--- src/rtl/rr_hold_arbiter.sv ---
`default_nettype none
// ============================================================================
// Module   : rr_hold_arbiter
// Brief    : Round-robin arbiter that holds a grant for a whole transaction.
// Revision : 1.0
// ============================================================================
module rr_hold_arbiter #(
    parameter int NUM_REQUESTS = 4,
    parameter int MAX_HOLD     = 16
) (
    input  logic                            clk,
    input  logic                            rst_n,
    input  logic [NUM_REQUESTS-1:0]         i_request,
    input  logic [NUM_REQUESTS-1:0]         i_release,
    output logic [NUM_REQUESTS-1:0]         o_grant,
    output logic [$clog2(NUM_REQUESTS)-1:0] o_select,
    output logic                            o_grant_valid,
    output logic                            o_timeout,
    output logic [$clog2(MAX_HOLD)-1:0]     o_hold_cnt
);

    localparam int c_SEL_W  = $clog2(NUM_REQUESTS);
    localparam int c_HOLD_W = $clog2(MAX_HOLD);
    localparam logic [c_HOLD_W-1:0] c_HOLD_LAST = c_HOLD_W'(MAX_HOLD - 1);
    localparam logic [c_SEL_W-1:0]  c_LAST_REQ  = c_SEL_W'(NUM_REQUESTS - 1);
    localparam logic [c_SEL_W:0]    c_NUM_REQ   = (c_SEL_W + 1)'(NUM_REQUESTS);

    typedef enum logic [0:0] {
        S_IDLE = 1'b0,
        S_BUSY = 1'b1
    } state_t;

    state_t                    r_state;
    logic [c_SEL_W-1:0]        r_ptr;
    logic [NUM_REQUESTS-1:0]   r_grant;
    logic [c_SEL_W-1:0]        r_select;
    logic                      r_grant_valid;
    logic                      r_timeout;
    logic [c_HOLD_W-1:0]       r_hold_cnt;

    logic [NUM_REQUESTS-1:0]   w_rot;
    logic                      w_found;
    logic [c_SEL_W:0]          w_sum;
    logic [c_SEL_W-1:0]        w_winner;
    logic                      w_own_rel;
    logic                      w_own_req;
    logic                      w_at_limit;
    logic                      w_terminate;
    logic                      w_expire;
    logic [c_SEL_W-1:0]        w_ptr_next;

    // Rotate requests so bit 0 is the pointer position; the first set bit
    // after rotation is the winner's distance from the pointer.
    always_comb begin
        w_rot    = NUM_REQUESTS'({i_request, i_request} >> r_ptr);
        w_found  = 1'b0;
        w_sum    = '0;
        w_winner = '0;
        for (int k = NUM_REQUESTS - 1; k >= 0; k--) begin
            if (w_rot[k]) begin
                w_found = 1'b1;
                w_sum   = {1'b0, r_ptr} + (c_SEL_W + 1)'(k);
            end
        end
        if (w_sum >= c_NUM_REQ) begin
            w_sum = w_sum - c_NUM_REQ;
        end
        w_winner = w_sum[c_SEL_W-1:0];
    end

    assign w_own_rel   = i_release[r_select];
    assign w_own_req   = i_request[r_select];
    assign w_at_limit  = (r_hold_cnt == c_HOLD_LAST);
    assign w_terminate = w_own_rel || !w_own_req || w_at_limit;
    // A release on the final allowed cycle is an orderly end, not a timeout.
    assign w_expire    = w_at_limit && w_own_req && !w_own_rel;
    assign w_ptr_next  = (r_select == c_LAST_REQ) ? '0 : r_select + 1'b1;

    always_ff @(posedge clk) begin
        if (!rst_n) begin
            r_state       <= S_IDLE;
            r_ptr         <= '0;
            r_grant       <= '0;
            r_select      <= '0;
            r_grant_valid <= 1'b0;
            r_timeout     <= 1'b0;
            r_hold_cnt    <= '0;
        end else begin
            r_timeout <= 1'b0;
            case (r_state)
                S_IDLE: begin
                    if (w_found) begin
                        r_grant       <= NUM_REQUESTS'(1) << w_winner;
                        r_select      <= w_winner;
                        r_grant_valid <= 1'b1;
                        r_hold_cnt    <= '0;
                        r_state       <= S_BUSY;
                    end
                end
                S_BUSY: begin
                    if (w_terminate) begin
                        r_grant       <= '0;
                        r_grant_valid <= 1'b0;
                        r_hold_cnt    <= '0;
                        r_ptr         <= w_ptr_next;
                        r_timeout     <= w_expire;
                        r_state       <= S_IDLE;
                    end else begin
                        r_hold_cnt    <= r_hold_cnt + 1'b1;
                    end
                end
                default: r_state <= S_IDLE;
            endcase
        end
    end

    assign o_grant       = r_grant;
    assign o_select      = r_select;
    assign o_grant_valid = r_grant_valid;
    assign o_timeout     = r_timeout;
    assign o_hold_cnt    = r_hold_cnt;

endmodule
`default_nettype wire

--- config.mk ---
export PLATFORM = sky130hd
export DESIGN_NAME = rr_hold_arbiter
export DESIGN_NICKNAME = d
export VERILOG_FILES = /design/src/rtl/rr_hold_arbiter.sv
export SDC_FILE = /design/constraint.sdc
export NUM_CORES = 1
export LEC_CHECK = 0
export ABC_CLOCK_PERIOD_IN_PS = 1550
export CAP_MARGIN = 20
export CORE_MARGIN = 2
export CORE_UTILIZATION = 40
export DETAILED_ROUTE_END_ITERATION = 8
export GPL_ROUTABILITY_DRIVEN = 0
export PLACE_DENSITY_LB_ADDON = 0.2
export SYNTH_ARGS = -nofsm -noshare
export SYNTH_HDL_FRONTEND = slang
export SYNTH_SLANG_ARGS = --single-unit
--- constraint.sdc ---
create_clock -name clk -period 1.55 [get_ports clk]
set_input_delay 0.155 -clock clk [delete_from_list [all_inputs] [get_ports clk]]
set_output_delay 0.155 -clock clk [all_outputs]
set_load 0.05 [all_outputs]
==> results.yml, run 1 <==
timing:
  slew_headroom_pct: 71.29
  period_minus_slack_ns: 1.609
  max_clock_freq_mhz: 621.6
  drv_slew: 0
  final.period_utilization_pct: 103.8
  final.setup.worst_slack_ns: -0.05886
  setup_tns_ns: -0.05886
  rsz0062_at_grt: "yes"
  tightestPinTransition_ns: 0.4300
  finalHoldViolCount: 0
  skew_ns: 0.002073
  setup_viol: 1
finish:
  syn_to_final_growth_pct: 60.37
  final_cells: 152
  nets: 140
  multi_input_area_um2: 495.5
  layout_common_cells: "26 x buf_4, 11 x dfxtp_1, 7 x nor2_1"
  final_common_cell: "buf_4"
  drive_above_1_share_pct: 38.58
  fillerInstances: 143
  fin_util_pct: 68.91
  diodes: 0
  final-seq-area_um2: 307.8
route:
  post_drt_via_cell_ratio: 5.039
  drt_iter0_drc: 11
  first_pass_iters: 5
  drc: 0
  wl_per_cell_um: 12.21
  ant_nets: 0
  vias: 766
  wl_mm: 1.856
min_path:
  min_path_cells: 4
  hold_class: "input pin to flop"
global_routing:
  grt_pass1_vias: 692
  antenna_found_initial: 0
  grt_max_degree: 11
  grt_overflow_total: 0
  grt_pass1_wl_mm: 2.863
  grt_usage_pct: 18.40
pwr:
  p_clk_share_pct: 24.2
  switching_share_pct: 32.45
  p_seq_share_pct: 45.8
  internal-power_uw: 643.3
  p_total_uw: 952.3
  p_switching_uw: 309.0
  ir_drop_v: 0.0007453
  p_leak_nw: 0.5341
  powerDensity_nw_per_um2: 800.4
  p_comb_share_pct: 30.0
cts:
  clk_latency_ns: 0.29
  clkTransAtPathRegs_ns: 0.09
  numClockSinks: 15
  cts_max_path_buffers: 2
  cts_root_buf: "clkbuf_4"
  hold_buffers: 0
  cts_tree: "built"
  cts_buffers: 3
  cts-htree-levels: 1
yosys:
  syn_avg_cell_area_um2: 8.431
  seq_area_frac_synth_pct: 40.47
  netlist_area_um2: 742.0
  syn_nets: 100
  synth-main-ff-cell: "dfxtp_1"
  synth_cell_type_count: 31
  synth_edf_count: 0
  synthCells: 88
  synthArstFlopShare_pct: 0
  yosysWarnings: 0
  synth_seq_cells: 15
die:
  die_h_um: 47.07
  row_count: 15
  dieWidth_um: 47.07
  start_util_pct: 42.97
  die_area_um2: 2216
  io_pins: 22
  coreArea_um2: 1727
run:
  cap_violations: 0
placed_design:
  post-dp-hpwl_mm: 1.381
  pre_cts_ws_ns: -0.3906
  port_buffers: 21
  post-place-cells: 145
critical_path:
  cp-start-kind: "flop"
  crit_arrival_ns: 1.84
  worstRegToRegCells: 3
  critical_path_required_ns: 1.78
  cp_max_fo: 4
  endpoint_kind: "flop"
  rrSetupSlack_ns: -0.06
  critical_path_class: "flop to flop"
run_status:
  status: "finished with violations"
  violations: "negative setup slack"
==> what timing repair did <==
item | 4_1_cts | 5_1_grt
endpoints found under the setup margin | 2 | 13
buffers inserted | 3 | 0
pin swaps | 1 | 4
resized for setup | 4 | 23
==> layer usage <==
layer	track usage (%)	up-vias	part of all wire [%]
li1	-	394	-
met1	20.61	358	44
met2	33.15	12	50
met3	7.308	2	4.9
met4	3.333	0	0.22
met5	0	-	0
==> worst max-delay path, stage by stage (launching register included) <==
cell and delay (ns):
dfxtp_4 0.36, mux4_2 0.56, or4b_4 0.49, a31oi_1 0.13
==> final cells by class <==
cell class / count / area share [%]
clock buffer: 3 / 1.893
inverter: 1 / 0.3155
clock inverter: 1 / 0.4206
sequential: 15 / 25.87
tap: 25 / 2.629
multi-input combinational: 69 / 41.64
timing repair buffer: 38 / 27.23
==> power groups by stage <==
stage                     combinational (mW)  clock (mW)  sequential [mW]
after floorplan                       0.0870           0            0.492
after global placement                 0.243           0            0.439
after detailed placement               0.246           0            0.440
after CTS                              0.258       0.235            0.432
after global routing                   0.309       0.252            0.438
final                                  0.286       0.230            0.436
==> cells in the mapped netlist (2+ instances only) <==
| cell type | instances | area [µm²] |
|---|---|---|
| a21boi_0 | 2 | 15.01 |
| a21oi_1 | 2 | 10.01 |
| clkbuf_1 | 3 | 11.26 |
| dfxtp_1 | 15 | 300.3 |
| ha_1 | 2 | 25.02 |
| nand2_1 | 6 | 22.52 |
| nand2b_1 | 7 | 43.79 |
| nand3_1 | 8 | 40.04 |
| nand4b_1 | 2 | 17.52 |
| nor2_1 | 8 | 30.03 |
| nor2b_1 | 6 | 37.54 |
| o21ai_0 | 8 | 40.04 |
==> final timing paths <==
check	start	to
worst min register to register	o_grant[2]	o_grant[2]
worst min-delay path	i_release[3]	o_timeout
worst max register to register	o_select[1]	o_hold_cnt[3]
worst max-delay path	o_select[1]	o_hold_cnt[3]
==> registers in the layout, summed over array words and instances (netlist names) <==
register       cells
o_grant_valid      1
o_grant            4
o_select           2
o_hold_cnt         4
r_ptr              2
r_state            1
o_timeout          1
==> cells by family (layout without fill, tap and decap cells) <==
family | after synthesis | after routing | synth area share (%)
AND/OR/NAND/NOR | 46 | 46 | 34.24
multiplexers | 2 | 2 | 4.384
buffers and inverters | 4 | 43 | 2.023
adder cells (fa/ha/maj) | 2 | 2 | 3.372
AO/OA/AOI/OAI | 19 | 19 | 15.52
flip-flops | 15 | 15 | 40.47
==> stage by stage <==
| stage | area, µm² | hold slack (ns) |
|---|---|---|
| after floorplan | 752.0 | 0.4578 |
| after global placement | 1057 | 0.4613 |
| after detailed placement | 1057 | 0.4612 |
| after CTS | 1105 | 0.4830 |
| after global routing | 1190 | 0.4761 |
| final | 1190 | 0.4479 |
Power figures use the tool's default switching activity.
==> run 2, diff against run 1 <==
--- a/config.mk
+++ b/config.mk
@@ -6,11 +6,12 @@
 export NUM_CORES = 1
 export LEC_CHECK = 0
 export ABC_CLOCK_PERIOD_IN_PS = 1550
-export CAP_MARGIN = 20
+export CAP_MARGIN = 5
 export CORE_MARGIN = 2
 export CORE_UTILIZATION = 40
 export DETAILED_ROUTE_END_ITERATION = 8
 export GPL_ROUTABILITY_DRIVEN = 0
+export HOLD_SLACK_MARGIN = 0.03
 export PLACE_DENSITY_LB_ADDON = 0.2
 export SYNTH_ARGS = -nofsm -noshare
 export SYNTH_HDL_FRONTEND = slang
==> results of run 2 <==
No change in the layout: final DEF, timing and power equal those of run 1.
